<file path="config.mk">
export PLATFORM = sky130hd
export DESIGN_NAME = partial_sat_eval
export DESIGN_NICKNAME = d
export VERILOG_FILES = /design/src/rtl/partial_sat_eval.sv
export SDC_FILE = /design/constraint.sdc
export NUM_CORES = 1
export LEC_CHECK = 0
export ABC_CLOCK_PERIOD_IN_PS = 800
export BUFFER_PORTS_ARGS = -buffer_cell sky130_fd_sc_hd__buf_2
export CAP_MARGIN = 20
export CORE_AREA = 4 4 41 43
export DETAILED_ROUTE_END_ITERATION = 6
export DIE_AREA = 0 0 45 47
export PLACE_DENSITY_LB_ADDON = 0.1
export RECOVER_POWER = 50
export SKIP_CTS_REPAIR_TIMING = 1
export SLEW_MARGIN = 20
export SYNTH_ARGS = -nofsm -noshare
export SYNTH_HDL_FRONTEND = slang
export SYNTH_SLANG_ARGS = --single-unit
</file>
<file path="constraint.sdc">
create_clock -name i_clock -period 0.8 [get_ports i_clock]
set_clock_uncertainty 0.05 [all_clocks]
set_input_delay 0.04 -clock i_clock [delete_from_list [all_inputs] [get_ports i_clock]]
set_output_delay 0.04 -clock i_clock [all_outputs]
set_load 0.1 [all_outputs]
</file>
<file path="src/rtl/partial_sat_eval.sv">
// Flags a clause already satisfied by the current partial assignment: at least one
// active, assigned slot whose literal evaluates true. One registered stage, valid-qualified.
module partial_sat_eval #(
    parameter int unsigned VAR_PER_CLAUSE = 5
) (
    input  logic                      i_clock,
    input  logic                      i_reset,
    input  logic                      i_in_valid,
    input  logic [VAR_PER_CLAUSE-1:0] i_unassign,
    input  logic [VAR_PER_CLAUSE-1:0] i_clause_mask,
    input  logic [VAR_PER_CLAUSE-1:0] i_val,
    input  logic [VAR_PER_CLAUSE-1:0] i_clause_pole,
    output logic                      o_out_valid,
    output logic                      o_partial_sat,
    output logic [VAR_PER_CLAUSE-1:0] o_sat_lits
);

    logic [VAR_PER_CLAUSE-1:0] w_sat_lits;
    logic                      w_partial_sat;

    logic                      r_out_valid;
    logic                      r_partial_sat;
    logic [VAR_PER_CLAUSE-1:0] r_sat_lits;

    // Masked or unassigned slots are forced low, so their val/pole never matter.
    always_comb begin
        w_sat_lits    = i_clause_mask & ~i_unassign & (i_val ^ i_clause_pole);
        w_partial_sat = |w_sat_lits;
    end

    always_ff @(posedge i_clock) begin
        if (i_reset) begin
            r_out_valid   <= 1'b0;
            r_partial_sat <= 1'b0;
            r_sat_lits    <= '0;
        end else begin
            r_out_valid <= i_in_valid;
            if (i_in_valid) begin
                r_partial_sat <= w_partial_sat;
                r_sat_lits    <= w_sat_lits;
            end
        end
    end

    assign o_out_valid   = r_out_valid;
    assign o_partial_sat = r_partial_sat;
    assign o_sat_lits    = r_sat_lits;

endmodule

</file>
; Word level (Yosys, flattened, before mapping)
; Cells that the tools add are included.
[op_classes]
n_addsub = 0
mul = 0
n_div = 0
n_lt_le_gt_ge = 0
n_eq_ne = 0
n_shift = 0
mux = 0
bitwise_logic = 4
n_reduce_logical = 1
[op_table]
columns = op, count
row1 = $and 5x5->5, 2
row2 = $not 5->5, 1
row3 = $reduce_or 5->1, 1
row4 = $xor 5x5->5, 1
[totals]
register_bits = 7
latch_bits = 0
mem_bits_rw = 0
mem_bits_ro = 0
out_inout_bits = 7
elab_cells = 8
mem_count = 0

; Depth between registers and ports, before layout
; Gate-level depths: netlist (run 1).
[depth]
depth_word = 4
mapped_depth = 3
depth_no_buf = 3

; Worst setup path after synthesis (run 1)
; No wires, ideal clock.
[synth_path]
kind = reg2reg
start = register o_partial_sat (netlist name)
end = register r_partial_sat (netlist: o_partial_sat)
t_arrival_ps = 1190
path_slack_ps = -521
stages_incl_launch_ff = 3
path_buffers = 0
period_less_slack_ps = 1321
cell_sequence = dfxtp_1 -> o21bai_1 -> a41oi_1
[synth_rtl]
columns = item, line_no
row1 = to (signal assigned), 39  ; r_partial_sat <= w_partial_sat;
row2 = to (decl), 22  ; logic r_partial_sat;

; Worst setup path after layout (run 1)
[layout_path]
start = register r_sat_lits[0] (netlist: o_sat_lits[0])
end = output port o_sat_lits[0]
[layout_rtl]
columns = item, line_no
row1 = from (decl), 23  ; logic [VAR_PER_CLAUSE-1:0] r_sat_lits;
row2 = from (signal assigned), 40  ; r_sat_lits <= w_sat_lits;
row3 = to (decl), 15  ; output logic [VAR_PER_CLAUSE-1:0] o_sat_lits
; No word-level cell between the ends.

==> results.tsv, run 1 <==
stage	metric	value	unit
status	run_status	finished with violations	
status	violations	setup timing	
setup_path	worst_path_class_setup	register to output port	
layout	post_route_cells_drive_above_1_share	53.5	%
drt	routed_length_on_met1	329	um
yosys	area_of_the_mapped_netlist	340	um^2
floorplanning	dieWidth	45	um
clocking	cts_tree	built	
setup_path	worst-path-buf-inv	1	
layout	insertedDiodeCount	0	
yosys	ys_warn_count	0	
clocking	htree_num_levels	1	
timing	rsz_0062_raised_after_global_routing	true	
clocking	clk_root_buffer_cell	clkbuf_4	
yosys	part_of_the_yosys_area_used_for_sequential_elements	41.2	%
clocking	clock_buffers_created_by_tritoncts	3	
placed_design	place.gp.congestion	0.731	
timing	slew_viol_final	0	
layout	finalCoreUtilization	51.7	%
setup_path	critical_path_arrival	0.77	ns
drt	topRoutingLayerUsed	met3	
pwr	power_leakage	0.286	nW
setup_path	critical_path.slowest_cell	dfxtp_4	
global_route	combined_global_route_utilization_of_all_metal_layers	10.1	%
drt	met3WireLength	97	um
timing	timing.fmax	1.16	GHz
placed_design	numPlacedInstances	80	
pwr	power.total	1.00	mW
timing	post-route-min-period	0.861	ns
global_route	grt_pass1_wl	1.52	mm
yosys	synth.ff_latch_count	7	
floorplanning	coreArea	1300	um^2
setup_path	cp-end-kind	output port	
layout	area_delta_synth_final	97.8	%
floorplanning	top_level_ports	30	
timing	final_critical_path_setup_slack	-0.0613	ns
yosys	number_of_nets_in_the_synthesized_netlist	60	
timing	report.final.hold_viol_count	0	
setup_path	cp_cell_sequence	buf_12	
setup_path	timing.critical_path.from	o_sat_lits[0]	
setup_path	critPathTopFamily	flip-flops	
global_route	grt_start_max_net_pins	13	
drt	wl_per_cell	10.6	um
layout	layout.cells.non_filler	86	
global_route	vias_in_the_first_global_route	389	
layout	layout_commonest_cell	buf_2	
placed_design	post-dp-hpwl	754	um
yosys	average_cell_area_after_synthesis	9.20	um^2
floorplanning	die_height	47	um
yosys	post_synth_num_cell_types	17	
setup_path	worst-endpoint-required	0.71	ns
clocking	clkSinkCount	7	
drt	route.detailed.vias_per_inst	4.51	
floorplanning	initial_utilization	26.2	%
layout	layout.nets	95	
drt	dr_total_vias	388	
drt	detail_route.drc_violations	0	
setup_path	worstReg2RegStart	o_partial_sat	
drt	drt_iter0_markers	1	
placed_design	io_buffer_count	29	
pwr	vdd_ir_drop_max	1.01	mV
worst_hold_path	holdCritStartpoint	i_reset	
global_route	grt-ovfl-total	0	
yosys	syn-instance-count	37	
drt	detail-route-antenna-nets	0	
timing	timing.slew.headroom	86.8	%
pwr	pwr_density_cell	1490	nW/um^2
layout	layout.cells.most_common_list	21 x buf_2, 7 x buf_12, 6 x dfxtp_4	
drt	first_pass_iters	2	
clocking	clock_latency	0.25	ns
floorplanning	fp-row-count	13	
worst_hold_path	worstHoldPathType	input pin to register	
layout	fillers	137	
flow_run	cap_viol_max_count	0	
setup_path	critical_path.startpoint_type	register	
timing	setup_total_negative_slack	-0.377	ns
timing	finalHoldWorstSlack	0.00791	ns
clocking	clk_pin_slew	0.05	ns
setup_path	cp_max_fanout	2	
timing	timing_worst_slew_pin_value	0.197	ns
global_route	grt_antenna_before_repair	0	
drt	met2RoutedLength	485	um
placed_design	detailed_place.area	628	um^2
floorplanning	die_area	2120	um^2
timing	final-setup-viol-count	7	
drt	wl	912	um
setup_path	max_stage_delay	0.36	ns
layout	post-route-cell-area	673	um^2
placed_design	dp_worst_setup_slack	-0.0533	ns
timing	final.period_utilization	108	%
clocking	cts-root-to-sink-buffers	2	
## sequential cells by signal, indices dropped and copies added (netlist names)
signal / count
o_out_valid: 1
o_partial_sat: 1
o_sat_lits: 5
## power by group
group | internal (mW) | switching [mW]
Combinational | 0.140 | 0.180
Sequential | 0.356 | 0.0153
Clock | 0.190 | 0.123
Total | 0.686 | 0.318
## path summary, 6_finish.rpt
| check | to | slack, ns | depth (start not counted) |
|---|---|---|---|
| setup / recovery | o_sat_lits[0] | -0.06 | 1 |
| hold / removal | o_sat_lits[3] | 0.008 | 2 |
| setup reg to reg | o_partial_sat | 0.10 | 2 |
| hold reg to reg | o_sat_lits[2] | 0.45 | 2 |
## synthesized netlist by cell type
cell type  number  share of area, %
nand3b_1        2               4.4
nor2b_1         3               5.5
buf_2           1               1.5
o21bai_1        1               2.2
nand3_1         2               2.9
dfxtp_1         7                41
nor3_1          1               1.5
nand4b_1        2               5.1
xor2_1          4                10
nor2_1          1               1.1
xnor2_1         1               2.6
a22oi_1         1               2.2
a41oi_1         1               2.6
nand2b_1        4               7.4
o31a_1          1               2.6
a21oi_1         4               5.9
inv_1           1               1.1
## kinds of logic after synthesis
kind of cell	synth area share (%)
XOR/XNOR	12.9
flip-flops	41.2
AND/OR/NAND/NOR	27.9
AO/OA/AOI/OAI	15.4
buffers and inverters	2.57
## cell type report
class	count	area [um^2]	share of cell area, %
inverter	1	3.75	0.558
tap	15	18.8	2.79
sequential	7	164	24.3
clock buffer	4	26.3	3.90
multi-input combinational	28	191	28.4
timing repair buffer	31	269	40.0
## layer usage
metal  GRT usage, %  vias up
met1           10.5      174
met4           1.75        0
met2           17.5       14
met3           6.51        0
met5              0        -
li1               -      200
Note: power is estimated with default switching activity, not from simulation.
==> inputs of run 2 (changes only) <==
Settings changed: CTS_BUF_LIST set to sky130_fd_sc_hd__clkbuf_8.
==> results.tsv, run 2 (synthesis gave the netlist of run 1 again) <==
stage	metric	value	unit	change
floorplanning	coreArea	1300	um^2	unchanged
placed_design	post-dp-hpwl	754	um	unchanged
global_route	grt_pass1_wl	1.54	mm	+1.3%
layout	fillers	134		-2.2%
clocking	clk_root_buffer_cell	clkbuf_8		
flow_run	cap_viol_max_count	0		unchanged
floorplanning	top_level_ports	30		unchanged
placed_design	place.gp.congestion	0.731		unchanged
worst_hold_path	worstHoldPathType	input pin to register		
placed_design	io_buffer_count	29		unchanged
pwr	vdd_ir_drop_max	1.13	mV	+12%
timing	timing.slew.headroom	71.9	%	-15 points
setup_path	max_stage_delay	0.35	ns	about the same
clocking	clk_pin_slew	0.04	ns	about the same
setup_path	cp_cell_sequence	buf_12		
placed_design	dp_worst_setup_slack	-0.0533	ns	unchanged
floorplanning	die_area	2120	um^2	unchanged
global_route	grt_start_max_net_pins	13		unchanged
global_route	combined_global_route_utilization_of_all_metal_layers	10.4	%	+0.24 points
floorplanning	die_height	47	um	unchanged
layout	layout.nets	93		-2.1%
timing	timing.fmax	1.21	GHz	+3.8%
global_route	vias_in_the_first_global_route	391		+0.51%
setup_path	critical_path.slowest_cell	dfxtp_4		
setup_path	worst_path_class_setup	register to output port		
global_route	grt-ovfl-total	0		unchanged
layout	insertedDiodeCount	0		unchanged
clocking	clock_buffers_created_by_tritoncts	3		unchanged
timing	final.period_utilization	104	%	-3.9 points
clocking	cts_tree	built		
drt	detail-route-antenna-nets	0		unchanged
drt	first_pass_iters	4		+2
setup_path	worst-path-buf-inv	1		unchanged
global_route	grt_antenna_before_repair	0		unchanged
timing	report.final.hold_viol_count	0		unchanged
layout	layout.cells.most_common_list	21 x buf_2, 7 x buf_12, 6 x dfxtp_4		
timing	post-route-min-period	0.830	ns	-0.0315 ns
timing	timing_worst_slew_pin_value	0.422	ns	+0.225 ns
timing	final-setup-viol-count	7		unchanged
setup_path	cp-end-kind	output port		
timing	final_critical_path_setup_slack	-0.0298	ns	+0.0315 ns
floorplanning	fp-row-count	13		unchanged
setup_path	critPathTopFamily	flip-flops		
clocking	clkSinkCount	7		unchanged
pwr	power_leakage	0.290	nW	+1.2%
setup_path	cp_max_fanout	2		unchanged
timing	finalHoldWorstSlack	0.00435	ns	-0.00356 ns
layout	layout.cells.non_filler	84		-2.3%
timing	rsz_0062_raised_after_global_routing	true		
drt	route.detailed.vias_per_inst	4.51		about the same
pwr	pwr_density_cell	1720	nW/um^2	+16%
setup_path	worst-endpoint-required	0.71	ns	about the same
layout	post_route_cells_drive_above_1_share	55.1	%	+1.6 points
setup_path	critical_path_arrival	0.74	ns	-0.03 ns
layout	largest_reg_flops	5		unchanged
layout	layout_commonest_cell	buf_2		
drt	detail_route.drc_violations	0		unchanged
drt	drt_iter0_markers	2		+1
status	violations	setup timing		
clocking	cts-root-to-sink-buffers	2		unchanged
timing	slew_viol_final	0		unchanged
status	run_status	finished with violations		
timing	setup_total_negative_slack	-0.181	ns	+0.196 ns
layout	area_delta_synth_final	97.4	%	
drt	wl_per_cell	10.4	um	-1.9%
clocking	clock_latency	0.22	ns	-0.03 ns
drt	wl	874	um	-4.2%
drt	dr_total_vias	379		-2.3%
placed_design	numPlacedInstances	80		unchanged
floorplanning	initial_utilization	26.2	%	unchanged
clocking	htree_num_levels	1		unchanged
floorplanning	dieWidth	45	um	unchanged
setup_path	critical_path.startpoint_type	register		
[run 2: final cells by class]
type / count / area (um^2) / share of cell area [%]
inverter: 1 / 3.75 / 0.559
clock buffer: 3 / 41.3 / 6.15
timing repair buffer: 29 / 249 / 37.1
sequential: 7 / 164 / 24.4
clock inverter: 1 / 3.75 / 0.559
tap: 15 / 18.8 / 2.79
multi-input combinational: 28 / 191 / 28.5
[run 2: routing by layer]
metal | GRT usage (%) | vias up | wire length (um) | part of all wire (%)
met5 | 0 | - | 0 | 0
met4 | 3.51 | 0 | 6 | 0.69
met3 | 6.51 | 2 | 94 | 11
met2 | 17.5 | 15 | 464 | 53
met1 | 10.5 | 167 | 309 | 35
li1 | - | 195 | - | -
[run 2: path summary, 6_finish.rpt]
path | startpoint | end | slack (ns) | cells past startpoint
setup / recovery | o_sat_lits[0] | o_sat_lits[0] | -0.03 | 1
hold / removal | i_reset | o_sat_lits[2] | 0.004 | 2
setup reg to reg | o_partial_sat | o_partial_sat | 0.09 | 2
hold reg to reg | o_sat_lits[2] | o_sat_lits[2] | 0.45 | 2
[run 2: stage by stage]
stage	utilization, %	instance area [um^2]	total power [mW]
3_5_place_dp	48.3	628	0.694
3_3_place_gp	48.3	628	0.691
5_1_grt	51.6	672	1.22
4_1_cts	51.7	673	1.18
2_1_floorplan	-	364	0.550
6_report	51.6	672	1.16
[run 2: power by group]
part	internal (mW)	switching, mW
Sequential	0.357	0.0150
Combinational	0.134	0.178
Clock	0.331	0.143
Total	0.821	0.336
